**config.mk**
```make
export PLATFORM = sky130hd
export DESIGN_NAME = ddr3_read_resp_matcher
export DESIGN_NICKNAME = d
export VERILOG_FILES = /design/src/rtl/ddr3_pkg.sv /design/src/rtl/ddr3_word_select.sv /design/src/rtl/ddr3_read_resp_matcher.sv
export SDC_FILE = /design/constraint.sdc
export NUM_CORES = 1
export LEC_CHECK = 0
export ABC_AREA = 0
export BUFFER_PORTS_ARGS = -buffer_cell sky130_fd_sc_hd__buf_4
export CORE_AREA = 2 2 153 155
export CTS_CLUSTER_DIAMETER = 50
export DETAILED_ROUTE_END_ITERATION = 8
export DIE_AREA = 0 0 155 157
export PLACE_DENSITY = 0.73
export SETUP_SLACK_MARGIN = 0.4
export SLEW_MARGIN = 25
export SYNTH_ARGS = -nofsm -noshare
export SYNTH_HDL_FRONTEND = slang
export SYNTH_HIERARCHICAL = 1
export SYNTH_SLANG_ARGS = --single-unit
```
**constraint.sdc**
```tcl
create_clock -name clk -period 12.9 [get_ports clk]
set_clock_uncertainty 0.15 [all_clocks]
set_input_delay 1.29 -clock clk [delete_from_list [all_inputs] [get_ports clk]]
set_output_delay 1.29 -clock clk [all_outputs]
set_load 0.02 [all_outputs]
```
**src/rtl/ddr3_pkg.sv**
```systemverilog
`default_nettype none
//------------------------------------------------------------------
// ddr3_pkg -- shared types and constants for the DDR3 read path. Rev 1.0
//------------------------------------------------------------------
package ddr3_pkg;

  typedef enum logic [1:0] {
    IDLE    = 2'd0,
    POP     = 2'd1,
    CAPTURE = 2'd2,
    VALID   = 2'd3
  } rsp_state_t;

  // Command encodings as {cs_n, ras_n, cas_n, we_n}
  localparam logic [3:0] CMD_MRS   = 4'b0000;
  localparam logic [3:0] CMD_REF   = 4'b0001;
  localparam logic [3:0] CMD_PRE   = 4'b0010;
  localparam logic [3:0] CMD_ACT   = 4'b0011;
  localparam logic [3:0] CMD_WRITE = 4'b0100;
  localparam logic [3:0] CMD_READ  = 4'b0101;
  localparam logic [3:0] CMD_NOP   = 4'b0111;

  function automatic int word_idx_width(input int data_w, input int word_w);
    return $clog2(data_w / word_w);
  endfunction

endpackage
`default_nettype wire

```
**src/rtl/ddr3_word_select.sv**
```systemverilog
`default_nettype none
//------------------------------------------------------------------
// ddr3_word_select -- combinational line-to-word mux, index 0 = LSBs. Rev 1.0
//------------------------------------------------------------------
module ddr3_word_select
  import ddr3_pkg::*;
#(
  parameter int DATA_WIDTH = 128,
  parameter int WORD_WIDTH = 32,
  localparam int SEL_WIDTH = word_idx_width(DATA_WIDTH, WORD_WIDTH)
) (
  input  logic [DATA_WIDTH-1:0] line,
  input  logic [SEL_WIDTH-1:0]  sel,
  output logic [WORD_WIDTH-1:0] word
);

  localparam int NUM_WORDS = DATA_WIDTH / WORD_WIDTH;

  logic [WORD_WIDTH-1:0] words [NUM_WORDS];

  for (genvar i = 0; i < NUM_WORDS; i++) begin : g_words
    assign words[i] = line[i*WORD_WIDTH +: WORD_WIDTH];
  end

  assign word = words[sel];

endmodule
`default_nettype wire

```
**src/rtl/ddr3_read_resp_matcher.sv**
```systemverilog
`default_nettype none
//------------------------------------------------------------------
// ddr3_read_resp_matcher -- pairs read addr/data FIFO heads into word responses. Rev 1.0
//------------------------------------------------------------------
module ddr3_read_resp_matcher
  import ddr3_pkg::*;
#(
  parameter int ADDRESS_WIDTH = 32,
  parameter int DATA_WIDTH    = 128,
  parameter int WORD_WIDTH    = 32,
  parameter int WORD_SEL_LSB  = 2,
  parameter int SKEW_TIMEOUT  = 64
) (
  input  logic                     clk,
  input  logic                     rst,
  input  logic                     addr_fifo_empty,
  input  logic [ADDRESS_WIDTH-1:0] addr_fifo_rdata,
  output logic                     addr_fifo_read,
  input  logic                     data_fifo_empty,
  input  logic [DATA_WIDTH-1:0]    data_fifo_rdata,
  output logic                     data_fifo_read,
  output logic                     rsp_valid,
  input  logic                     rsp_ready,
  output logic [ADDRESS_WIDTH-1:0] rsp_addr,
  output logic [WORD_WIDTH-1:0]    rsp_word,
  output logic [DATA_WIDTH-1:0]    rsp_line,
  output logic                     sync_err,
  output logic [31:0]              rsp_count
);

  localparam int SEL_WIDTH = word_idx_width(DATA_WIDTH, WORD_WIDTH);
  localparam int SKEW_CW   = $clog2(SKEW_TIMEOUT + 1);
  localparam logic [SKEW_CW-1:0] SKEW_MAX = SKEW_CW'(SKEW_TIMEOUT);

  rsp_state_t          state, state_next;
  logic [SKEW_CW-1:0]  skew_cnt, skew_next;
  logic                both_ready, one_ready;
  logic [WORD_WIDTH-1:0] word_sel;

  assign both_ready = !addr_fifo_empty && !data_fifo_empty;
  assign one_ready  = addr_fifo_empty ^ data_fifo_empty;

  ddr3_word_select #(
    .DATA_WIDTH (DATA_WIDTH),
    .WORD_WIDTH (WORD_WIDTH)
  ) u_word_select (
    .line (data_fifo_rdata),
    .sel  (addr_fifo_rdata[WORD_SEL_LSB +: SEL_WIDTH]),
    .word (word_sel)
  );

  always_comb begin
    state_next = state;
    case (state)
      IDLE:    if (both_ready) state_next = POP;
      POP:     state_next = CAPTURE;
      CAPTURE: state_next = VALID;
      VALID:   if (rsp_ready) state_next = both_ready ? POP : IDLE;
      default: state_next = IDLE;
    endcase
  end

  // Skew is only meaningful while idle; any activity restarts the window.
  always_comb begin
    skew_next = '0;
    if (state == IDLE && one_ready)
      skew_next = (skew_cnt == SKEW_MAX) ? skew_cnt : skew_cnt + 1'b1;
  end

  always_ff @(posedge clk or posedge rst) begin
    if (rst) begin
      state     <= IDLE;
      skew_cnt  <= '0;
      sync_err  <= 1'b0;
      rsp_addr  <= '0;
      rsp_word  <= '0;
      rsp_line  <= '0;
      rsp_count <= '0;
    end else begin
      state    <= state_next;
      skew_cnt <= skew_next;
      if (skew_next == SKEW_MAX)
        sync_err <= 1'b1;
      if (state == CAPTURE) begin
        rsp_addr <= addr_fifo_rdata;
        rsp_line <= data_fifo_rdata;
        rsp_word <= word_sel;
      end
      if (state == VALID && rsp_ready)
        rsp_count <= rsp_count + 32'd1;
    end
  end

  assign addr_fifo_read = (state == POP);
  assign data_fifo_read = (state == POP);
  assign rsp_valid      = (state == VALID);

endmodule
`default_nettype wire

```
==> impl_metrics.toml <==
[sta]
clock.fmax_mhz = 341.3
fin_crit_ns = 2.930
rsz0062_at_grt = "false"
drv_slew = 0
fin_setup_tns_ns = 0
hold_viol_final = 0
fin_crit_sh = 0.2271
relSlewSlack = 0.3998
setup_viol = 0
tightest_slew_ns = 0.9003

[placed_design]
io_buffers = 392
hpwl_um = 18850
place_area_um2 = 13080
gp_congestion = 0.8289

[final_layout]
num-fill-cells = 1749
seq_area_um2 = 5856
finalNetCount = 1198
drive_gt1_frac = 0.6494
multi_input_area_um2 = 3856
finish.instance_area_um2 = 14030
antenna_cells = 0
area_delta_synth_final_pct = 41.50

[setup_path]
worstPathRequired_ns = 13.16
crit_type = "reg2reg"
crit_arrival_ns = 3.19
cp-end-kind = "flip-flop"
critPathLaunchType = "flip-flop"
crit_path_max_fanout = 70

[pwr]
p_leak_nw = 6.566
p_per_area_nw_per_um2 = 265.9
ir_drop_mv = 0.1766

[floorplan]
fp-row-count = 55
die_area_um2 = 24340
die_y_um = 157
io_pins = 393
dieWidth_um = 155
start_util = 0.4407
coreArea_um2 = 22500

[logic_synthesis]
synth.most_common_cell = "dfrtp_1"
synth_top_cell_area_share = 0.5905
ys_warn_count = 6
synth_cells = 628
synth.area.top_cells = "dfrtp_1, mux2_2, mux4_2"
avgSynthCellArea_um2 = 15.79
syn_nets = 802
seq_area_frac_synth = 0.5905
synthTopCellsByCount = "dfrtp_1, mux2_2, mux4_2"
yosysTopAreaCell = "dfrtp_1"
synthArstFlopShare = 1.000
synth-seq-cells = 234
synthFlopType = "dfrtp_1"
syn-cell-area_um2 = 9917
synth_edf_count = 0
yosysUniqueCellTypes = 37

[route]
wirelength_um = 26020
wl_per_cell_um = 19.62
drt_iter0_markers = 265
drc_errors = 0
via_per_inst = 5.127
via_count = 6798
antenna_left = 0
dr.pass1.iters = 4

[global_routing]
grt_pass1_vias = 7209
grt_pass1_wl_um = 39960
grt_overflow = 0
antenna_found_initial = 0
grt_usage = 0.2083
grt_max_degree = 89

[run]
maxCapViolCount = 0

[clock_network]
cts_hold_buffers = 0
cts_buffer_depth = 3
clk_pin_slew_ns = 0.06
cts_sinks = 234
htreeDepth = 1
cts_tree = "yes"
cts_resized = 0
post_cts_buffers = 0
numCtsBuffers = 28
clk_latency_ns = 0.52
cts-root-buf = "clkbuf_16"

[status]
status = "completed"

[worst_hold_path]
min_path_type = "reg2reg"
per-layer routing:
| layer | up-vias | global-route usage | part of all wire | routed length, um |
|---|---|---|---|---|
| met5 | - | 0 | 0 | 0 |
| met4 | 0 | 0.05996 | 0.024 | 619 |
| met3 | 46 | 0.06002 | 0.084 | 2193 |
| met2 | 274 | 0.3638 | 0.50 | 13140 |
| met1 | 3419 | 0.2526 | 0.39 | 10070 |
| li1 | 3059 | - | - | - |
power by group:
| part | leakage (nW) | switching [mW] | internal, mW | total, mW |
|---|---|---|---|---|
| Combinational | 3.28 | 0.852 | 0.841 | 1.69 |
| Clock | 0.457 | 0.312 | 0.478 | 0.790 |
| Sequential | 2.83 | 0.183 | 1.06 | 1.25 |
| Total | 6.57 | 1.35 | 2.38 | 3.73 |
metrics by stage:
step / cells / util / hold WS [ns] / total power [mW] / worst slack, ns
floorplan: 628 / - / 0.3694 / 2.239 / 5.042
global placement: 1279 / 0.5814 / 0.3132 / 2.931 / 9.801
detailed placement: 1279 / 0.5814 / 0.3233 / 2.968 / 9.783
CTS: 1326 / 0.6232 / 0.3359 / 3.773 / 9.948
global route: 1326 / 0.6236 / 0.3475 / 3.916 / 9.803
finish: 1326 / 0.6236 / 0.3395 / 3.731 / 9.970
area by class of cell:
cell class / instances / area share
Clock inverter: 13 / 0.01052
Timing Repair Buffer: 396 / 0.2124
Clock buffer: 34 / 0.05662
Inverter: 9 / 0.002942
Tap cell: 285 / 0.02541
Sequential cell: 234 / 0.4173
Multi-Input combinational cell: 355 / 0.2748
kinds of logic after synthesis:
family,after synthesis,share of synthesized area
buf+inv,39,0.02195
simple gates,74,0.04315
mux,226,0.2937
compound gates,9,0.006689
flops,234,0.5905
xor+xnor,37,0.03268
fa+ha+maj,9,0.01136
sequential cells by signal (all words and copies together), names as in the netlist:
name	flops
rsp_line	128
rsp_addr	32
rsp_count	32
rsp_word	32
skew_cnt	7
state	2
sync_err	1
critical path, cell delays in order (launching register included):
cell and delay (ns):
dfrtp_1 0.40, inv_1 0.18, ha_4 0.73, buf_4 0.85
mux2_2 0.42
worst paths after layout:
| check | cells past startpoint | to | startpoint | slack, ns |
|---|---|---|---|---|
| worst max-delay path | 4 | rsp_line[39] | state[0] | 9.97 |
| worst min-delay path | 1 | rsp_count[31] | rsp_count[31] | 0.34 |
| worst max register to register | 4 | rsp_line[39] | state[0] | 9.97 |
| worst min register to register | 1 | rsp_count[31] | rsp_count[31] | 0.34 |
| max in group asynchronous | 3 | rsp_line[77] | rst | 10.78 |
| min in group asynchronous | 2 | rsp_line[122] | rst | 0.71 |
cells in the final DEF (no fill, tap or decap), types with 3 or more instances in the layout:
| master | netlist | layout |
|---|---|---|
| ha_1 | 9 | 8 |
| mux2_2 | 194 | 194 |
| clkbuf_8 | 0 | 5 |
| nand4_1 | 7 | 7 |
| and3_1 | 6 | 6 |
| dfrtp_1 | 234 | 234 |
| clkinv_4 | 0 | 3 |
| nor3_1 | 5 | 5 |
| clkinvlp_4 | 0 | 3 |
| nor2_1 | 13 | 13 |
| nand2_1 | 15 | 15 |
| clkbuf_16 | 0 | 29 |
| xnor2_1 | 26 | 26 |
| nand3_1 | 14 | 14 |
| buf_4 | 1 | 394 |
| inv_1 | 9 | 8 |
| xor2_1 | 11 | 11 |
| mux4_2 | 30 | 30 |
Power figures use the tool's default switching activity.
